==> config.mk <==
export PLATFORM = sky130hd
export DESIGN_NAME = bit_serial_adder
export DESIGN_NICKNAME = d
export VERILOG_FILES = /design/src/rtl/bsa_pkg.sv /design/src/rtl/bit_serial_adder_full_adder_cell.sv /design/src/rtl/bit_serial_adder.sv
export SDC_FILE = /design/constraint.sdc
export NUM_CORES = 1
export LEC_CHECK = 0
export ABC_CLOCK_PERIOD_IN_PS = 1400
export CAP_MARGIN = 20
export CORE_ASPECT_RATIO = 0.8
export CORE_MARGIN = 5
export CORE_UTILIZATION = 35
export CTS_BUF_LIST = sky130_fd_sc_hd__clkbuf_4 sky130_fd_sc_hd__clkbuf_8
export DETAILED_ROUTE_END_ITERATION = 8
export PLACE_DENSITY = 0.6
export SYNTH_ARGS = -nofsm -noshare
export SYNTH_HDL_FRONTEND = slang
export SYNTH_SLANG_ARGS = --single-unit
==> constraint.sdc <==
create_clock -name clk -period 1.4 [get_ports clk]
set_input_delay 0.28 -clock clk [delete_from_list [all_inputs] [get_ports clk]]
set_output_delay 0.28 -clock clk [all_outputs]
set_load 0.01 [all_outputs]
==> src/rtl/bsa_pkg.sv <==
// bsa_pkg: shared state encoding and counter sizing for the bit-serial adder.
package bsa_pkg;

    typedef enum logic [1:0] {
        IDLE  = 2'd0,
        SHIFT = 2'd1,
        DONE  = 2'd2
    } state_t;

    function automatic int CNT_W(input int w);
        return (w < 2) ? 1 : $clog2(w);
    endfunction

endpackage

==> src/rtl/bit_serial_adder_full_adder_cell.sv <==
// full_adder_cell: combinational 1-bit full adder.
module full_adder_cell (
    input  logic a,
    input  logic b,
    input  logic cin,
    output logic sum,
    output logic cout
);

    assign sum  = a ^ b ^ cin;
    assign cout = (a & b) | (cin & (a ^ b));

endmodule

==> src/rtl/bit_serial_adder.sv <==
// bit_serial_adder: LSB-first serial add of two WIDTH-bit operands through one full-adder cell.
module bit_serial_adder
    import bsa_pkg::*;
#(
    parameter int WIDTH = 8
) (
    input  logic             clk,
    input  logic             rst,
    input  logic             in_valid,
    output logic             in_ready,
    input  logic [WIDTH-1:0] a,
    input  logic [WIDTH-1:0] b,
    input  logic             cin,
    output logic             out_valid,
    input  logic             out_ready,
    output logic [WIDTH-1:0] sum,
    output logic             cout
);

    localparam int CW = CNT_W(WIDTH);

    state_t           state, next;
    logic [WIDTH-1:0] a_sr, b_sr, sum_sr;
    logic [CW-1:0]    cnt;
    logic             carry, fa_sum, fa_cout, last;

    full_adder_cell u_fa (
        .a   (a_sr[0]),
        .b   (b_sr[0]),
        .cin (carry),
        .sum (fa_sum),
        .cout(fa_cout)
    );

    assign last = cnt == CW'(WIDTH - 1);

    always_ff @(posedge clk or posedge rst) begin
        if (rst) state <= IDLE;
        else     state <= next;
    end

    // Encoding 2'd3 is unreachable; the default arm sends it back to IDLE.
    always_comb begin
        next = IDLE;
        case (state)
            IDLE:    next = in_valid  ? SHIFT : IDLE;
            SHIFT:   next = last      ? DONE  : SHIFT;
            DONE:    next = out_ready ? IDLE  : DONE;
            default: next = IDLE;
        endcase
    end

    always_comb begin
        in_ready  = state == IDLE;
        out_valid = state == DONE;
    end

    always_ff @(posedge clk or posedge rst) begin
        if (rst) begin
            a_sr   <= '0;
            b_sr   <= '0;
            sum_sr <= '0;
            carry  <= 1'b0;
            cnt    <= '0;
        end else if (state == IDLE && in_valid) begin
            a_sr   <= a;
            b_sr   <= b;
            carry  <= cin;
            cnt    <= '0;
        end else if (state == SHIFT) begin
            sum_sr <= {fa_sum, sum_sr[WIDTH-1:1]};
            carry  <= fa_cout;
            a_sr   <= a_sr >> 1;
            b_sr   <= b_sr >> 1;
            cnt    <= last ? cnt : cnt + 1'b1;
        end
    end

    assign sum  = sum_sr;
    assign cout = carry;

endmodule
==> flow_summary_export.csv, run 1 <==
group,metric,value,unit
logic_synthesis,yosys_warnings,0,
routing,drt_iter0_drc,43,
finish,fill_cells,387,
placement,place.gp.congestion,0.682,
finish,area_growth,37.5,%
timing,setup_slack,54.3,ps
power_and_ir_drop,switching_power,1500,µW
routing,viasPerCell,5.13,
power_and_ir_drop,switching_share,35.0,%
logic_synthesis,synth_area_leader_cell,"dfrtp_1",
finish,final_layout_size_suffix_gt1_share,23.6,%
clock_network,clk_pin_slew_worst_paths,60,ps
routing,postRouteAntennaNets,0,
logic_synthesis,synth_nets,160,
floorplanning,die_y,69.5,µm
setup_path,r2r_slack,50,ps
grt,grt_max_degree,31,
timing,max_freq,0.743,GHz
finish,antenna_cells,0,
run_status,outcome,"completed",
finish,fin_util,50.3,%
timing,setup_viol,0,
logic_synthesis,synthTopCellsByArea,"dfrtp_1 49%, nor4b_1 7.9%, a211oi_1 6.3%",
clock_network,cts_max_level,2,
power_and_ir_drop,p_leak,0.000918,µW
logic_synthesis,yosysSeqAreaShare,48.5,%
logic_synthesis,muxShareOfSynthArea,5.83,%
setup_path,cp-start-kind,"flop",
routing,dr.pass1.iters,4,
clock_network,cts_tree,"yes",
timing,rsz0062_at_grt,"true",
routing,via_count,1184,
timing,period_needed,1350,ps
setup_path,path_max_fanout,6,
floorplanning,die_area,5860,µm²
clock_network,clkLatencyLatePin,280,ps
floorplanning,chipWidth,84.3,µm
timing,finalHoldViolations,0,
power_and_ir_drop,internal_power,2790,µW
finish,stdcell_count,231,
routing,wl_per_cell,15.1,µm
floorplanning,core,4230,µm²
placement,dp_hpwl,2480,µm
clock_network,cts_root_buf,"clkbuf_8",
logic_synthesis,synth_top_family_by_area,"simple AND/OR/NAND/NOR gates",
clock_network,cts.sinks,30,
finish,fin_nets,199,
setup_path,required,1560,ps
timing,tightest_slew,360,ps
clock_network,cts_buffers,5,
setup_path,crit_type,"flop to flop",
logic_synthesis,synth.distinct_cells,27,
power_and_ir_drop,vdd_drop_max,636,µV
timing,fin_crit_sh,96.1,%
grt,antenna_found_initial,0,
power_and_ir_drop,pwr-share-clk,15.9,%
logic_synthesis,synth_top_area_share,48.5,%
placement,dp.cells,224,
timing,clock_skew,4.21,ps
floorplanning,num_io_pins,32,
min_path,hp-class,"primary input to async pin",
placement,post-place-ws,-242,ps
clock_network,clk_path_buf_depth,2,
logic_synthesis,synth_compound_area_share,13.3,%
power_and_ir_drop,totalPowerFinal,4300,µW
power_and_ir_drop,pwr-share-seq,36.1,%
logic_synthesis,syn-cell-area,1550,µm²
job,maxCapViolCount,0,
clock_network,holdBufCountCts,0,
timing,drv_slew,0,
grt,overflow,0,
grt,grt_pass1_wl,6010,µm
routing,finalWirelength,3500,µm
timing,slew-limit-headroom,75.6,%
floorplanning,start_util,36.6,%
power_and_ir_drop,p_per_area,2020,nW/µm²
setup_path,cp.arrival,1510,ps
grt,grt_use_total,12.8,%
setup_path,endpoint_kind,"flop",
logic_synthesis,syn_avg_cell_area,11.4,µm²
logic_synthesis,synth-xor-area-share,0,%
logic_synthesis,synth_simple_gate_area_share,19.3,%
placement,io_buffers,31,
floorplanning,core.rowCount,21,
power_and_ir_drop,combinationalPowerShare,48.0,%
grt,grt_pass1_vias,1279,
logic_synthesis,synthCells,136,
logic_synthesis,synth_seq_cells,30,
logic_synthesis,synthAdderAreaFrac,2.91,%
routing,drcViolationCount,0,
==> cell usage after synthesis <==
cell type  number
nor2_1          1
dfrtp_1        30
o221ai_1        2
inv_1          20
o21ba_2         1
nor2b_1         3
clkbuf_1        2
ha_1            2
a222oi_1        2
buf_2           4
mux2_2          8
clkbuf_2        1
fa_1            1
nand3_1         2
a21oi_1         1
nor2b_4         1
buf_1           1
a22o_1          1
nor4b_1        14
a32o_1          2
a211oi_1       13
buf_6           4
nor3b_1        13
and3_1          1
nand2b_1        4
a211o_1         1
o21bai_4        1
==> state kept, by name, indices dropped and copies added, names as in the netlist <==
name	flops
a_sr	8
cout	1
state	2
cnt	3
b_sr	8
sum	8
==> stage by stage <==
stage | cell area (µm²) | TNS [ps] | hold slack, ps
after CTS | 2080 | 0 | 349
after detailed placement | 1990 | -3010 | 489
after global placement | 1990 | -1850 | 481
after global routing | 2130 | -11.4 | 375
after floorplan | 1550 | 0 | 371
final | 2130 | 0 | 343
==> cell families (layout without fill, tap and decap cells) <==
logic type               Yosys count  after routing
AND/OR/NAND/NOR                   39             40
buffers and inverters             32             69
flip-flops                        30             30
AO/OA/AOI/OAI                     24             24
multiplexers                       8              8
adder cells (fa/ha/maj)            3              3
==> final cells by class <==
type / count / area, µm² / area share (%)
clock buffers: 6 / 82.6 / 3.88
inverters: 20 / 75.1 / 3.53
multi-input cells: 75 / 697 / 32.8
flip-flops and latches: 30 / 752 / 35.4
well taps: 57 / 71.3 / 3.35
repair buffers: 43 / 449 / 21.1
==> layer usage <==
| layer | wire (µm) | vias up | track usage (%) |
|---|---|---|---|
| met2 | 1740 | 21 | 20.9 |
| met4 | 40 | 0 | 4.64 |
| li1 | - | 566 | - |
| met3 | 173 | 6 | 4.28 |
| met5 | 0 | - | 0 |
| met1 | 1540 | 591 | 15.6 |
==> timing repair <==
action / 4_1_cts / 5_1_grt
pin swaps: 1 / 1
buffers inserted: 0 / 0
endpoints found under the setup margin: 21 / 17
gates cloned: 1 / 0
resized for setup: 17 / 14
==> power by group through the flow <==
stage | clock [µW] | combinational [µW] | sequential (µW)
2_1_floorplan | 0 | 1240 | 1550
3_3_place_gp | 0 | 1950 | 1530
3_5_place_dp | 0 | 2030 | 1550
4_1_cts | 697 | 1980 | 1540
5_1_grt | 736 | 2250 | 1600
6_report | 683 | 2060 | 1550
==> path summary, 6_finish.rpt <==
kind,from,endpoint,depth (start not counted)
max in group asynchronous,rst,state[0],3
max reg2reg,cnt[1],cnt[0],4
min reg2reg,b_sr[7],b_sr[7],1
min,rst,sum[5],3
max,cnt[1],cnt[0],4
min in group clk,b_sr[7],b_sr[7],1
==> worst max-delay path: stages, from the launching register on <==
cell and delay [ps]:
dfrtp_1 400, ha_1 230, ha_4 190, and3_1 160, a211o_1 260
==> cells in the final DEF (no fill, tap or decap), types with 4 or more instances in the layout <==
master,count
buf_12,5
clkdlybuf4s50_1,20
inv_1,20
mux2_2,8
clkbuf_8,6
a211oi_1,9
buf_4,5
nor3b_1,13
dfrtp_1,29
nor4b_1,13
nand2b_1,4
dlygate4sd2_1,9
a211oi_2,4
Power figures use the tool's default switching activity.
==> inputs of run 2 (changes only) <==
--- a/config.mk
+++ b/config.mk
@@ -5,14 +5,16 @@
 export SDC_FILE = /design/constraint.sdc
 export NUM_CORES = 1
 export LEC_CHECK = 0
-export ABC_CLOCK_PERIOD_IN_PS = 1400
+export ABC_CLOCK_PERIOD_IN_PS = 1700
 export CAP_MARGIN = 20
 export CORE_ASPECT_RATIO = 0.8
 export CORE_MARGIN = 5
 export CORE_UTILIZATION = 35
 export CTS_BUF_LIST = sky130_fd_sc_hd__clkbuf_4 sky130_fd_sc_hd__clkbuf_8
 export DETAILED_ROUTE_END_ITERATION = 8
-export PLACE_DENSITY = 0.6
+export MAX_ROUTING_LAYER = met4
+export PLACE_DENSITY = 0.58
+export REMOVE_ABC_BUFFERS = 1
 export SYNTH_ARGS = -nofsm -noshare
 export SYNTH_HDL_FRONTEND = slang
 export SYNTH_SLANG_ARGS = --single-unit
==> constraint.sdc (replaced) <==
create_clock -name clk -period 1.7 [get_ports clk]
set_input_delay 0.34 -clock clk [delete_from_list [all_inputs] [get_ports clk]]
set_output_delay 0.34 -clock clk [all_outputs]
set_load 0.01 [all_outputs]
==> flow_summary_export.csv, run 2 (synthesized netlist as in run 1, its figures left out) <==
group,metric,value,unit
placement,placed_area,1890,µm²
routing,via_count,1165,
setup_path,crit_type,"flop to output pin",
grt,grt_max_degree,34,
setup_path,required,1360,ps
finish,area_growth,28.5,%
floorplanning,core.rowCount,21,
timing,slew-limit-headroom,69.8,%
setup_path,cp_top_family,"buffers and inverters",
power_and_ir_drop,switching_power,1160,µW
routing,dr.pass1.iters,4,
floorplanning,die_y,69.5,µm
finish,design_area,1990,µm²
clock_network,cts_root_buf,"clkbuf_8",
grt,overflow,0,
power_and_ir_drop,p_per_area,1680,nW/µm²
setup_path,critPathBufInv,1,
clock_network,holdBufCountCts,0,
routing,drcViolationCount,0,
setup_path,slowest_stage,"clkdlybuf4s50_1",
floorplanning,core,4230,µm²
setup_path,cp-start-kind,"flop",
timing,period_needed,1590,ps
power_and_ir_drop,combinationalPowerShare,43.7,%
power_and_ir_drop,internal_power,2170,µW
timing,fin_hold_ws,425,ps
grt,grt_use_total,12.9,%
timing,fin_crit_sh,93.5,%
finish,final_layout_size_suffix_gt1_share,15.4,%
clock_network,cts_buffers,5,
grt,antenna_found_initial,0,
placement,place.gp.congestion,0.724,
power_and_ir_drop,p_leak,0.000853,µW
clock_network,clk_pin_slew_worst_paths,70,ps
timing,tightest_slew,452,ps
finish,fill_cells,395,
clock_network,cts_tree,"yes",
timing,setup_viol,0,
power_and_ir_drop,switching_share,34.8,%
power_and_ir_drop,vdd_drop_max,599,µV
clock_network,clk_path_buf_depth,2,
placement,io_buffers,31,
grt,grt_util_met2,18.6,%
finish,antenna_cells,0,
grt,use_met3,4.16,%
routing,wl_per_cell,14.6,µm
grt,grt_pass1_wl,5930,µm
timing,drv_slew,0,
setup_path,cp.arrival,1250,ps
finish,layout_commonest_cell,"dfrtp_1",
clock_network,postCtsSetupBuffers,0,
job,maxCapViolCount,0,
timing,finalHoldViolations,0,
setup_path,path_max_fanout,3,
routing,postRouteAntennaNets,0,
setup_path,cp_slowest_stage_delay,570,ps
routing,finalWirelength,3310,µm
clock_network,cts.sinks,30,
run_status,outcome,"completed",
clock_network,cts_max_level,2,
timing,max_freq,0.629,GHz
setup_path,endpoint_kind,"output pin",
power_and_ir_drop,pwr-share-clk,18.1,%
setup_path,worstPathCellList,"clkdlybuf4s50_1",
grt,grt_pass1_vias,1242,
timing,clock_skew,6.13,ps
floorplanning,start_util,36.6,%
routing,drt_iter0_drc,89,
finish,fin_nets,192,
floorplanning,chipWidth,84.3,µm
setup_path,r2r_slack,230,ps
timing,setup_tns,0,ps
min_path,hp-class,"primary input to async pin",
power_and_ir_drop,pwr-share-seq,38.1,%
placement,dp_hpwl,2270,µm
finish,most-common-layout-cells,"30 x dfrtp_1, 29 x clkdlybuf4s50_1, 20 x inv_1, 14 x nor4b_1",
routing,viasPerCell,5.15,
clock_network,clkLatencyLatePin,280,ps
timing,rsz0062_at_grt,"false",
grt,grt_busiest_layer,"met2",
floorplanning,die_area,5860,µm²
floorplanning,num_io_pins,32,
grt,grt_use_met1,17.0,%
[run 2: path summary, 6_finish.rpt]
| path | from | to | cells after the start |
|---|---|---|---|
| setup / recovery | cout | cout | 1 |
| hold / removal | rst | sum[1] | 3 |
| setup reg to reg | state[1] | sum[2] | 3 |
| hold reg to reg | a_sr[7] | a_sr[7] | 1 |
| max in group asynchronous | rst | state[0] | 3 |
| min in group clk | a_sr[7] | a_sr[7] | 1 |
[run 2: layer usage]
layer  part of all wire (%)  vias to the layer above
met5                      0                        -
met4                    1.4                        0
met3                    5.4                        5
met2                     46                       30
met1                     47                      580
li1                       -                      550
[run 2: worst reg2reg max path: stages (launching register included)]
cell and delay, ps:
dfrtp_1 410, buf_4 250, nor2b_4 320, mux2_2 380
[run 2: cell type report]
type	count	area (µm²)	area share, %
clock inverter	2	12.5	0.630
multi-input combinational	74	642	32.3
clock buffer	6	82.6	4.16
inverter	20	75.1	3.78
timing repair buffer	37	353	17.8
sequential	30	751	37.8
tap	57	71.3	3.59
[run 2: metrics by stage]
stage / util [%] / instances / setup slack, ps / power (µW)
2_1_floorplan: - / 124 / 39.1 / 2180
3_3_place_gp: 44.7 / 218 / 126 / 2700
3_5_place_dp: 44.7 / 218 / 36.2 / 2770
4_1_cts: 47.0 / 226 / 93.1 / 3380
5_1_grt: 47.0 / 226 / 54.5 / 3630
6_report: 47.0 / 226 / 111 / 3330
[run 2: what timing repair did]
| item | CTS | global route |
|---|---|---|
| resized for setup | 3 | 0 |
| endpoints found under the hold margin | 0 | 0 |
| setup endpoints to repair | 2 | 0 |
[run 2: power by group through the flow]
| stage | sequential [µW] | combinational, µW | clock (µW) |
|---|---|---|---|
| 4_1_cts | 1270 | 1480 | 625 |
| 3_3_place_gp | 1270 | 1430 | 0 |
| 5_1_grt | 1330 | 1640 | 656 |
| 3_5_place_dp | 1280 | 1490 | 0 |
| 6_report | 1270 | 1460 | 605 |
| 2_1_floorplan | 1370 | 819 | 0 |
